$ cat config.mk
export PLATFORM = sky130hd
export DESIGN_NAME = result_word_buffer
export DESIGN_NICKNAME = d
export VERILOG_FILES = /design/src/rtl/result_word_buffer.sv
export SDC_FILE = /design/constraint.sdc
export NUM_CORES = 1
export LEC_CHECK = 0
export BUFFER_PORTS_ARGS = -buffer_cell sky130_fd_sc_hd__buf_2
export CAP_MARGIN = 20
export CORE_ASPECT_RATIO = 1.25
export CORE_MARGIN = 1
export CORE_UTILIZATION = 45
export DETAILED_ROUTE_END_ITERATION = 10
export PLACE_DENSITY = 0.72
export REMOVE_ABC_BUFFERS = 1
export SLEW_MARGIN = 30
export SYNTH_ARGS = -nofsm -noshare
export SYNTH_HDL_FRONTEND = slang
export SYNTH_SLANG_ARGS = --single-unit
$ cat constraint.sdc
create_clock -name clk -period 2.05 [get_ports clk]
set_input_delay 0.1025 -clock clk [delete_from_list [all_inputs] [get_ports clk]]
set_output_delay 0.1025 -clock clk [all_outputs]
set_load 0.02 [all_outputs]
$ cat src/rtl/result_word_buffer.sv
// Packs accepted result bits LSB-first into WIDTH-bit words and queues them in a DEPTH-entry FIFO.
// Optional macro RESULT_BUF_STATS_EN adds a saturating count of accepted 1-bits on o_stat_ones.
module result_word_buffer #(
    parameter int WIDTH = 8,
    parameter int DEPTH = 4
) (
    input  logic             clk,
    input  logic             rst_n,
    input  logic             i_clr,
    input  logic             i_in_valid,
    input  logic             i_in_bit,
    output logic             o_in_ready,
    output logic             o_out_valid,
    output logic [WIDTH-1:0] o_out_data,
`ifdef RESULT_BUF_STATS_EN
    input  logic             i_out_ready,
    output logic [15:0]      o_stat_ones
`else
    input  logic             i_out_ready
`endif
);

    localparam int AW = $clog2(DEPTH);
    localparam int CW = AW + 1;
    localparam int BW = $clog2(WIDTH);
    localparam logic [BW-1:0] LAST_BIT = BW'(WIDTH - 1);
    localparam logic [CW-1:0] FULL_CNT = CW'(DEPTH);

    logic [BW-1:0]    r_bit_cnt;
    logic [WIDTH-1:0] r_shift;
    logic [WIDTH-1:0] r_mem [DEPTH];
    logic [AW-1:0]    r_wr_ptr;
    logic [AW-1:0]    r_rd_ptr;
    logic [CW-1:0]    r_count;

    logic             w_last;
    logic             w_accept;
    logic             w_pop;
    logic             w_push;
    logic [WIDTH-1:0] w_word;

    // in_ready depends only on registered state; a full FIFO stalls only the word-completing bit.
    assign w_last      = (r_bit_cnt == LAST_BIT);
    assign o_in_ready  = !(w_last && (r_count == FULL_CNT));
    assign o_out_valid = (r_count != '0);
    assign o_out_data  = o_out_valid ? r_mem[r_rd_ptr] : '0;

    // Clear wins over any accept or pop in the same cycle.
    assign w_accept = i_in_valid & o_in_ready & ~i_clr;
    assign w_pop    = o_out_valid & i_out_ready & ~i_clr;
    assign w_push   = w_accept & w_last;

    always_comb begin
        w_word            = r_shift;
        w_word[r_bit_cnt] = i_in_bit;
    end

    always_ff @(posedge clk or negedge rst_n) begin
        if (!rst_n) begin
            r_bit_cnt <= '0;
            r_shift   <= '0;
        end else if (i_clr) begin
            r_bit_cnt <= '0;
            r_shift   <= '0;
        end else if (w_accept) begin
            if (w_last) begin
                r_bit_cnt <= '0;
                r_shift   <= '0;
            end else begin
                r_bit_cnt <= r_bit_cnt + BW'(1);
                r_shift   <= w_word;
            end
        end
    end

    // Word storage is deliberately left unreset; out_data is masked while the FIFO is empty.
    always_ff @(posedge clk) begin
        if (w_push) begin
            r_mem[r_wr_ptr] <= w_word;
        end
    end

    always_ff @(posedge clk or negedge rst_n) begin
        if (!rst_n) begin
            r_wr_ptr <= '0;
            r_rd_ptr <= '0;
            r_count  <= '0;
        end else if (i_clr) begin
            r_wr_ptr <= '0;
            r_rd_ptr <= '0;
            r_count  <= '0;
        end else begin
            if (w_push) begin
                r_wr_ptr <= r_wr_ptr + AW'(1);
            end
            if (w_pop) begin
                r_rd_ptr <= r_rd_ptr + AW'(1);
            end
            case ({w_push, w_pop})
                2'b10:   r_count <= r_count + CW'(1);
                2'b01:   r_count <= r_count - CW'(1);
                default: r_count <= r_count;
            endcase
        end
    end

`ifdef RESULT_BUF_STATS_EN
    logic [15:0] r_stat_ones;

    always_ff @(posedge clk or negedge rst_n) begin
        if (!rst_n) begin
            r_stat_ones <= '0;
        end else if (i_clr) begin
            r_stat_ones <= '0;
        end else if (w_accept && i_in_bit && (r_stat_ones != 16'hFFFF)) begin
            r_stat_ones <= r_stat_ones + 16'd1;
        end
    end

    assign o_stat_ones = r_stat_ones;
`else
`endif

endmodule

# == Word level (Yosys, flattened, before mapping) ==
# Memory sizes are Yosys's and may differ from the RTL's.
# Cells that the tools add are included.
# classes
shifts,0
eq_ne,4
n_bitwise,6
reduce_logical,8
mul,0
n_addsub,5
div,0
n_lt_le_gt_ge,2
n_mux,18
# op_table
op,count
8-bit 2-to-1 mux,4
3-bit 2-to-1 mux,4
8-bit bitwise mux,1
2-bit 2-to-1 mux,4
"3-bit by 1-bit adder with 3-bit output, second input constant",2
"3-bit == test, second input constant",2
3-bit case mux with 2 select lines,1
2-bit nonzero test,3
3-bit nonzero test,2
1-bit bitwise AND,5
"2-bit by 1-bit adder with 2-bit output, second input constant",2
"3-bit by 4-bit less-than comparator with 1-bit output, second input constant",1
1-bit demux with 3-bit select,1
"3-bit by 1-bit >= comparator with 1-bit output, second input constant",1
1-bit 2-to-1 mux,3
"3-bit by 1-bit subtractor with 3-bit output, second input constant",1
"2-bit by 1-bit == test with 1-bit output, second input constant",1
"2-bit == test, second input constant",1
1-bit logical AND,2
1-bit zero test,1
1-bit NOT,1
# totals
output_inout_bits,10
rom_bits,0
reg_bits,18
memories,1
in_bits,6
mem_bits_rw,32
latchBits,0
# mem_list
memory,depth,width,rd,rd_clocked_by_memory_dff,wr,line,rtl
r_mem,4,8,1,0,1,31,logic [WIDTH-1:0] r_mem [DEPTH];

# == Longest topological paths before layout ==
# depth
word_depth,9
mapped_depth,9
mapped_depth_nobuf,8

# == Least setup slack after synthesis ==
# OpenSTA, ideal clock, no wires.
# synth_path
path_type,reg-to-reg
from,register r_count[1]
to,register r_count[2]
setup_time_ns,0.125
arrival_time_ns,2.056
path_buffers,1
stages_incl_launch_ff,9
path_slack_ns,-0.131
cell_sequence,dfrtp_1 or3b_1 and3_4 buf_6 nor3_1 fa_1 nand3b_1 a2bb2oi_1 mux2_4
# synth_between
elab_chain_len,9
# synth_lines
element,line,rtl
"start, declared",34,logic [CW-1:0] r_count;
"start signal, assigned",100,2'b10: r_count <= r_count + CW'(1);
"start signal, assigned",101,2'b01: r_count <= r_count - CW'(1);
"start signal, assigned",102,default: r_count <= r_count;
3-bit == test,44,assign o_in_ready = !(w_last && (r_count == FULL_CNT));
1-bit logical AND,44,
1-bit zero test,44,
1-bit bitwise AND (2 in series),49,assign w_accept = i_in_valid & o_in_ready & ~i_clr;
1-bit bitwise AND,51,assign w_push = w_accept & w_last;
2-bit by 1-bit == test with 1-bit output or 2-bit == test (tied branches),99,"case ({w_push, w_pop})"
3-bit case mux with 2 select lines,99,
3-bit 2-to-1 mux,88,end else if (i_clr) begin
# Several ways; a longest one is shown, not always the timed one.
# A chain may end at the register's enable or synchronous reset.

# == Worst setup path in the final report ==
# layout_path
from,register r_count[0]
to,register r_count[2]
# Same word-level chain as after synthesis.

==> flow_summary.ini <==
[outcome]
status = complete, but fails checks
violations = setup timing

[sta]
setup_violations = 1
postLayoutSetupSlackWorst_ns = -0.01863
post-route-min-period_ns = 2.069
slew_headroom = 0.6867
hold_viol_final = 0
max_clock_freq_mhz = 483.4
worstMarginPinSlew_ns = 0.4699
rsz0062_at_grt = true
post-route-period-util = 1.009
slew_violations = 0
finClkSkew_ns = 0.005013

[synthesis]
synth-main-ff-cell = edfxtp_1
ys_types = 34
async_flop_share = 0.3600
synth_warnings = 0
synth-seq-cells = 50
yosysMostFrequentCell = edfxtp_1
synth_top_cell_area_share = 0.4160
yosysTopAreaCell = edfxtp_1
synth_area_leaders = edfxtp_1, dfrtp_1, mux4_2, mux2_2, a32o_1
syn_area_mm2 = 0.002310
ys_seq_area_frac = 0.6111
yosys-top-cells-count = edfxtp_1, dfrtp_1, and2_1
syn_avg_cell_area_um2 = 14.81
synth_edf_count = 32
netlist_instances = 156

[routing]
drtIter0Drc = 24
final_antenna_net_count = 0
routed_wl_um = 4348
wl_per_cell_um = 17.75
remaining_drc_errors = 0
vias = 1365
vias_per_cell = 5.571
drt_pass1_iterations = 4

[clock_tree]
cts_tree = built
clkSlewWorstSetupHoldPaths_ns = 0.09
cts_buffer_depth = 2
cts_root_buffer = clkbuf_8
cts-buffers-inserted = 5
clk_latency_ns = 0.29
clock_sinks = 50
htreeDepth = 2

[finish]
nFillCells = 395
layout-drive-gt1-share = 0.3405
layout.nets = 197
diodes = 0
design_area_mm2 = 0.002683
area_growth_pct = 16.14

[grt]
grt_max_degree = 19
antenna_found_initial = 0
grt.overflow.total = 0
first_global_vias = 1426
grt_use_total = 0.1738
grt_pass1_wl_um = 6865

[worst_setup_path]
end_kind = flop
start_kind = flop
critPathMaxFanout = 2
reg2reg_depth = 7
reg2reg_to = r_count[2]
crit_required_ns = 2.24
timing.rr.start = r_count[0]
crit_type = reg2reg
arrival_ns = 2.26
reg2reg_slack_ns = -0.02

[floorplan]
core_mm2 = 0.004835
io_pins = 16
row_count = 28
die_area_mm2 = 0.005425
die_h_um = 82.10
start_util = 0.4777
die_w_um = 66.08

[power]
vdd.ir_drop.worst_v = 0.0005082
p_leak_nw = 1.067
p_per_area_mw_per_mm2 = 682.4

[job]
maxCapViolCount = 0

[place]
hpwl_um = 2940
dp_slack_ns = -0.08937
place_area_mm2 = 0.002511
place_congestion = 0.8048
port-buffer-count = 15

[worst_hold_path]
worstHoldStart = i_in_valid
hold-path-cell-count = 3
hold_end = r_bit_cnt[1]
worstHoldPathType = in2reg
==> worst max-delay path, cell delays in order, from the launching register on <==
cell       delay (ns)
dfrtp_1          0.41
or3b_4           0.41
and3_4           0.20
nor3_4           0.11
fa_2             0.23
nand3b_1         0.13
a2bb2oi_2        0.16
mux2_4           0.31
==> routing by layer <==
layer	global-route usage	vias to the layer above	wire [um]
met5	0	-	0
met4	0.06170	0	75
met3	0.04121	9	156
met2	0.3204	29	2401
met1	0.1944	692	1715
li1	-	635	-
==> cells in the final DEF (no fill, tap or decap), types with 2 or more instances in the layout <==
cell / instances
a32o_1: 8
inv_1: 2
nand3_1: 4
nand3b_1: 3
dfrtp_1: 18
and2_1: 12
nor2b_1: 3
nor3b_1: 2
mux4_2: 8
nor2_1: 7
ha_1: 6
nand2b_1: 2
a21oi_1: 2
nand2_1: 8
clkbuf_1: 2
xor2_1: 3
edfxtp_1: 32
buf_2: 15
buf_4: 15
mux2_2: 10
clkbuf_8: 5
==> worst max path at each step <==
stage	from	to	slack, ns	depth (start not counted)
2_1_floorplan	r_bit_cnt[0]	r_count[2]	-0.16	8
3_3_place_gp	r_count[1]	r_count[2]	0.006	7
3_5_place_dp	r_count[1]	r_count[2]	-0.09	7
4_1_cts	r_count[1]	r_count[2]	0.005	7
5_1_grt	r_count[0]	r_count[2]	-0.07	7
6_report	r_count[0]	r_count[2]	-0.02	7
==> logic make-up after synthesis <==
family | share of synthesized area
flip-flops | 0.6110
AND/OR/NAND/NOR | 0.1203
multiplexers | 0.1376
AO/OA/AOI/OAI | 0.05363
buffers and inverters | 0.02492
adder cells (fa/ha/maj) | 0.04117
XOR/XNOR | 0.01138
==> layout make-up <==
type,count,area (um^2),share of cell area
clock buffers,7,76.32,0.02845
clock inverters,1,30.03,0.01119
inverters,3,11.26,0.004198
multi-input cells,93,880.8,0.3284
flip-flops and latches,50,1411,0.5261
well taps,60,75.07,0.02799
repair buffers,31,197.7,0.07369
==> report_power, final <==
group | switching [mW] | internal (mW)
Sequential | 0.00363 | 1.08
Clock | 0.300 | 0.365
Combinational | 0.0525 | 0.0326
==> timing repair <==
item                                   in CTS  in global routing
buffers inserted                            1                  1
endpoints found under the hold margin      18                  0
hold buffers                                1                  0
gates resized for setup                     7                  1
pin swaps                                   1                  2
setup endpoints to repair                   1                 10
==> stage by stage <==
| step | util | instances | total power, mW | hold slack [ns] | TNS [ns] |
|---|---|---|---|---|---|
| floorplan | - | 146 | 1.141 | -0.1931 | -0.1589 |
| global placement | 0.5194 | 234 | 1.177 | 0.05315 | 0 |
| detailed placement | 0.5194 | 234 | 1.183 | 0.05901 | -0.08937 |
| CTS | 0.5525 | 244 | 1.843 | 0.07891 | 0 |
| global route | 0.5549 | 245 | 1.891 | 0.1063 | -0.07238 |
| finish | 0.5549 | 245 | 1.831 | 0.09466 | -0.01863 |
==> registers in the layout (all words and copies together), names as in the netlist <==
| name | count |
|---|---|
| r_bit_cnt | 3 |
| r_count | 3 |
| r_mem | 32 |
| r_shift | 8 |
| r_rd_ptr | 2 |
| r_wr_ptr | 2 |
Note: power is estimated with default switching activity, not from simulation.
